### src/rtl/div_defs.sv
// -----------------------------------------------------------------------------
// div_defs
// Shared definitions for the sequential signed divider.
//   state_t : FSM encoding (S_IDLE=0, S_CALC=1, S_FIX=2, S_DONE=3)
//   DIV_N   : default operand/result width, matching the signed multiplier
// -----------------------------------------------------------------------------
package div_defs;

    typedef enum logic [1:0] {
        S_IDLE = 2'd0,
        S_CALC = 2'd1,
        S_FIX  = 2'd2,
        S_DONE = 2'd3
    } state_t;

    localparam int DIV_N = 6;

endpackage : div_defs

### src/rtl/div_step.sv
// -----------------------------------------------------------------------------
// div_step
// One combinational restoring-division step on unsigned magnitudes.
// The partial remainder is shifted left, the next dividend bit is brought in,
// and the divisor magnitude is subtracted; the subtraction is kept only when
// it does not go negative.
//
// Ports:
//   i_rem  [N:0]   partial remainder before the step
//   i_bit          next dividend bit (MSB first)
//   i_dvs  [N-1:0] divisor magnitude
//   o_rem  [N:0]   partial remainder after the step
//   o_qbit         quotient bit produced by this step
// -----------------------------------------------------------------------------
module div_step
    import div_defs::*;
#(
    parameter int N = DIV_N
) (
    input  logic [N:0]   i_rem,
    input  logic         i_bit,
    input  logic [N-1:0] i_dvs,
    output logic [N:0]   o_rem,
    output logic         o_qbit
);

    // One guard bit above the shifted remainder holds the trial sign.
    logic [N+1:0] w_shifted;
    logic [N+1:0] w_trial;

    always_comb begin
        w_shifted = {i_rem, i_bit};
        w_trial   = w_shifted - {2'b00, i_dvs};
        o_qbit    = ~w_trial[N+1];
        o_rem     = o_qbit ? w_trial[N:0] : w_shifted[N:0];
    end

endmodule : div_step

### src/rtl/seq_signed_divider.sv
// -----------------------------------------------------------------------------
// seq_signed_divider
// Sequential two's-complement divider: restoring division on magnitudes, one
// quotient bit per clock, followed by a one-cycle sign correction.
// Quotient truncates toward zero; remainder takes the sign of the dividend.
//
// Ports:
//   clk, rst            clock (rising edge), synchronous active-high reset
//   in_valid/in_ready   operand handshake (ready only in IDLE)
//   dividend, divisor   N-bit signed operands
//   out_valid/out_ready result handshake (valid only in DONE)
//   quotient, remainder N-bit signed results, held until the next result
//   div_zero            (DIV_ZERO_DETECT_EN only) accepted divisor was zero
//
// Build option: define DIV_ZERO_DETECT_EN to add div_zero and a fast path that
// goes straight from IDLE to DONE on a zero divisor. Without it a zero divisor
// runs the normal algorithm (quotient -1/+1, remainder = dividend).
// -----------------------------------------------------------------------------
module seq_signed_divider
    import div_defs::*;
#(
    parameter int N = DIV_N
) (
    input  logic                clk,
    input  logic                rst,
    input  logic                in_valid,
    output logic                in_ready,
    input  logic signed [N-1:0] dividend,
    input  logic signed [N-1:0] divisor,
    output logic                out_valid,
    input  logic                out_ready,
`ifdef DIV_ZERO_DETECT_EN
    output logic                div_zero,
`endif
    output logic signed [N-1:0] quotient,
    output logic signed [N-1:0] remainder
);

    localparam int CW = $clog2(N);

    // Magnitude of a two's-complement value; -2^(N-1) maps to 2^(N-1).
    function automatic logic [N-1:0] mag(input logic [N-1:0] x);
        return x[N-1] ? (~x + N'(1)) : x;
    endfunction

    function automatic logic [N-1:0] neg_if(input logic s, input logic [N-1:0] v);
        return s ? (~v + N'(1)) : v;
    endfunction

    state_t        r_state;
    state_t        w_state_nxt;
    logic [N:0]    r_rem;
    logic [N-1:0]  r_quo;      // holds |dividend| at start; quotient bits shift in at LSB
    logic [N-1:0]  r_dvs;
    logic [CW-1:0] r_cnt;
    logic          r_sign_q;
    logic          r_sign_r;
    logic [N-1:0]  r_quotient;
    logic [N-1:0]  r_remainder;
    logic          w_accept;
    logic          w_zero_div;
    logic [N:0]    w_rem;
    logic          w_qbit;

    assign quotient  = r_quotient;
    assign remainder = r_remainder;
    assign w_accept  = in_valid & in_ready;

`ifdef DIV_ZERO_DETECT_EN
    logic r_div_zero;
    assign div_zero   = r_div_zero;
    assign w_zero_div = (divisor == '0);
`else
    assign w_zero_div = 1'b0;
`endif

    // {rem,quo} shifted left as one register: quo's MSB is the next dividend bit.
    div_step #(.N(N)) u_step (
        .i_rem  (r_rem),
        .i_bit  (r_quo[N-1]),
        .i_dvs  (r_dvs),
        .o_rem  (w_rem),
        .o_qbit (w_qbit)
    );

    always_ff @(posedge clk) begin
        if (rst) r_state <= S_IDLE;
        else     r_state <= w_state_nxt;
    end

    always_comb begin
        w_state_nxt = r_state;
        in_ready    = 1'b0;
        out_valid   = 1'b0;
        case (r_state)
            S_IDLE: begin
                in_ready = 1'b1;
                if (in_valid) w_state_nxt = w_zero_div ? S_DONE : S_CALC;
            end
            S_CALC: begin
                if (r_cnt == '0) w_state_nxt = S_FIX;
            end
            S_FIX: begin
                w_state_nxt = S_DONE;
            end
            S_DONE: begin
                out_valid = 1'b1;
                if (out_ready) w_state_nxt = S_IDLE;
            end
            default: w_state_nxt = S_IDLE;
        endcase
    end

    always_ff @(posedge clk) begin
        if (rst) begin
            r_rem       <= '0;
            r_quo       <= '0;
            r_dvs       <= '0;
            r_cnt       <= '0;
            r_sign_q    <= 1'b0;
            r_sign_r    <= 1'b0;
            r_quotient  <= '0;
            r_remainder <= '0;
`ifdef DIV_ZERO_DETECT_EN
            r_div_zero  <= 1'b0;
`endif
        end else begin
            case (r_state)
                S_IDLE: begin
                    if (w_accept) begin
                        r_quo    <= mag(dividend);
                        r_dvs    <= mag(divisor);
                        r_rem    <= '0;
                        r_cnt    <= CW'(N - 1);
                        r_sign_q <= dividend[N-1] ^ divisor[N-1];
                        r_sign_r <= dividend[N-1];
`ifdef DIV_ZERO_DETECT_EN
                        r_div_zero <= w_zero_div;
                        if (w_zero_div) begin
                            r_quotient  <= '1;
                            r_remainder <= dividend;
                        end
`endif
                    end
                end
                S_CALC: begin
                    r_rem <= w_rem;
                    r_quo <= {r_quo[N-2:0], w_qbit};
                    if (r_cnt != '0) r_cnt <= r_cnt - CW'(1);
                end
                S_FIX: begin
                    r_quotient  <= neg_if(r_sign_q, r_quo);
                    r_remainder <= neg_if(r_sign_r, r_rem[N-1:0]);
                end
                default: ;
            endcase
        end
    end

endmodule : seq_signed_divider

### config.mk
export PLATFORM = sky130hd
export DESIGN_NAME = seq_signed_divider
export DESIGN_NICKNAME = d
export VERILOG_FILES = /design/src/rtl/div_defs.sv /design/src/rtl/div_step.sv /design/src/rtl/seq_signed_divider.sv
export SDC_FILE = /design/constraint.sdc
export NUM_CORES = 1
export LEC_CHECK = 0
export BUFFER_PORTS_ARGS = -buffer_cell sky130_fd_sc_hd__clkbuf_2
export CORE_UTILIZATION = 45
export CTS_BUF_LIST = sky130_fd_sc_hd__clkbuf_4
export DETAILED_ROUTE_END_ITERATION = 8
export SKIP_CTS_REPAIR_TIMING = 1
export SLEW_MARGIN = 20
export SYNTH_ARGS = -nofsm -noshare
export SYNTH_HDL_FRONTEND = slang
export SYNTH_SLANG_ARGS = --single-unit
export TNS_END_PERCENT = 30
### constraint.sdc
create_clock -name clk -period 6.45 [get_ports clk]
set_input_delay 0.3225 -clock clk [delete_from_list [all_inputs] [get_ports clk]]
set_output_delay 0.3225 -clock clk [all_outputs]
set_load 0.02 [all_outputs]
==> impl_results.md <==
* Layout cells sized above 1 at 0.149
* Hold Crit Depth at 3
* Routed vias at between 1500 and 2000
* ANT cells at 0
* Total CTS buffers at 5
* Seq/Total Area, Yosys at 0.337
* EDFF count, synth at 0
* Number of global-route vias before repair at 1690
* CP Max Fanout at 11
* Dominant synthesized flop cell: dfxtp_1
* Max VDD drop at 215 uV
* DR iter-0 viols at 68
* Slew Limit Headroom at 0.437
* Status: completed
* Tcrit/Tclk final at 0.385
* Min-delay worst type: input port to register
* DRC Markers at 0
* Clk_lat worst skew at roughly 350 ps
* Unrepaired setup endpoints after global routing: false
* Die W at 72.9 um
* Max-capacitance violation count at 0
* Final core utilization at 0.523
* Pwr Density at 438 mW/mm2
* Worst reg2reg path depth at 6
* R2R Setup Slk at 3960 ps
* Final hold violations at 0
* Final net count at between 300 and 400
* Core Rows at 25
* RR Startpoint: r_rem[3]
* Crit path from: r_rem[3]
* Deepest clock path buffer count at 2
* Final setup violation count at 0
* Antenna violations before repair at 0
* DR WL/cell at 12.8 um
* Area Overhead vs Synth at 10.7%
* YS warnings at 0
* Crit path launch type: register
* CTS tree: yes
* Setup ws final at 3960 ps
* CP required at 6700 ps
* I/O pin count at 30
* Critical path class: register to register
* Die Area at 0.00531 mm2
* Routed wire length at 4.63 mm
* Total grt overflow at 0
* GRT Overall Usage at 0.192
* Post-Syn Area at around 0.0023 mm2
* Final Max Tran Viols at 0
* Die H at between 70 and 80 um
* Area leader, netlist: dfxtp_1
* Setup crit end kind: register
* Post-DP HPWL at 3.44 mm
* Mean Syn Cell Area at 8.31 um2
* Root Driver: clkbuf_4
* Fmax at 402 MHz
* Vias per Instance at 5.18
* Crit path DAT at 2740 ps
* First-pass GRT wire length at 7.87 mm
* Post-synthesis instance total at around 270
* Crit path time final at between 2000 and 2500 ps
* Placer congestion estimate at between 0.7 and 0.8
* CTS Sinks at 38
* Post-Place Worst Slack at 3990 ps
* Largest cells by area after synthesis: dfxtp_1, ha_1, a211oi_1, nor2_1, nand2_1
* CTS H-tree lvls at 2
* Core ar. at 0.00479 mm2
* Post-route ant nets at 0
* Largest net degree at the start of global routing at 35
* LEAKAGE at 1.03 nW
* Fraction of registers with async set/reset at 0
* Final Non-Filler Cells at 363
* Overall Power at 0.00110 W
* Sum of negative setup slack at 0 ps
* Worst-margin pin slew at between 800 and 900 ps
* Register bit total from synthesis at 38
* HP Start: divisor[0]
* Initial Util at 0.472
* Yosys top cell area share at 0.337
* Cell total after placement at 355
* PortBufs at 29
* CP endpoint: r_rem[0]
* Clk_skew at 8.95 ps
* R2r endpoint: r_rem[0]
* Syn nets at 305
* Clock-pin slew on the worst setup and hold paths at 120 ps
* Distinct cells, synth at 45
* Pre-antenna DRT Iters at 4
-- critical path, stage by stage (launching register included) --
cell	delay, ps
dfxtp_1	450
ha_1	320
a21o_1	210
a311o_1	370
a211oi_2	670
mux2i_1	160
a22o_1	210
-- registers in the layout, indices dropped and copies added (netlist names) --
| name | count |
|---|---|
| r_quo | 6 |
| quotient | 6 |
| r_sign_r | 1 |
| r_rem | 7 |
| r_state | 2 |
| remainder | 6 |
| r_dvs | 6 |
| r_sign_q | 1 |
| r_cnt | 3 |
-- through the flow --
| stage | instance area, um2 | hold slack (ps) |
|---|---|---|
| after floorplan | 2260 | 441 |
| after global placement | 2420 | 472 |
| after detailed placement | 2420 | 473 |
| after CTS | 2500 | 204 |
| after global routing | 2500 | 229 |
| final | 2500 | 211 |
-- synthesized netlist by cell type (all sizes together), types with 2 or more instances --
| cell | count |
|---|---|
| nand2b | 3 |
| clkbuf | 9 |
| o21ai | 8 |
| nor4 | 3 |
| a21oi | 10 |
| mux2i | 11 |
| a211oi | 20 |
| buf | 4 |
| nor2b | 6 |
| o211ai | 3 |
| inv | 23 |
| nor2 | 32 |
| nand3 | 2 |
| xor2 | 10 |
| a221oi | 3 |
| xnor2 | 8 |
| dfxtp | 38 |
| ha | 16 |
| a21o | 3 |
| or3 | 3 |
| o311ai | 2 |
| nand2 | 31 |
| o31ai | 5 |
| nor3 | 3 |
-- logic make-up after synthesis --
| logic type | count (synthesis) | synth area share |
|---|---|---|
| AND/OR/NAND/NOR | 89 | 0.177 |
| AO/OA/AOI/OAI | 63 | 0.204 |
| flip-flops | 38 | 0.337 |
| buffers and inverters | 36 | 0.0670 |
| XOR/XNOR | 18 | 0.0698 |
| adder cells (fa/ha/maj) | 17 | 0.0975 |
| multiplexers | 11 | 0.0487 |
-- cell type report --
class                           instances  area (um2)
Fill cell                             497        2280
Multi-Input combinational cell        198        1350
Sequential cell                        38         761
Timing Repair Buffer                   29         145
Inverter                               23        86.3
Tap cell                               67        83.8
Clock inverter                          3        40.0
Clock buffer                            5        37.5
-- routing by layer --
| metal | up-vias | routed length, um | track usage |
|---|---|---|---|
| li1 | 999 | - | - |
| met1 | 847 | 2450 | 0.259 |
| met2 | 29 | 1990 | 0.303 |
| met3 | 4 | 134 | 0.0428 |
| met4 | 0 | 53 | 0.0654 |
| met5 | - | 0 | 0 |
-- worst min path at each step --
stage	slack, ps	to
final	210	r_dvs[0]
after global routing	230	r_dvs[0]
after detailed placement	470	r_dvs[0]
after global placement	470	r_dvs[0]
after CTS	200	r_dvs[0]
after floorplan	440	r_dvs[0]
-- layout by cell type, fill, tap and decap left out, drive strengths merged, types with 5 or more instances in the layout --
cell	netlist	final
inv	23	23
ha	16	16
nand2	31	31
clkbuf	9	34
nor2b	6	6
a211oi	20	20
dfxtp	38	38
a21oi	10	10
o21ai	8	8
xor2	10	10
nor2	32	32
xnor2	8	8
o31ai	5	5
mux2i	11	11
-- report_power, final --
part           switching [W]  internal (W)
Combinational       0.000339      0.000230
Sequential         0.0000603      0.000299
Clock              0.0000862     0.0000803
(Power assumes the default switching activity.)
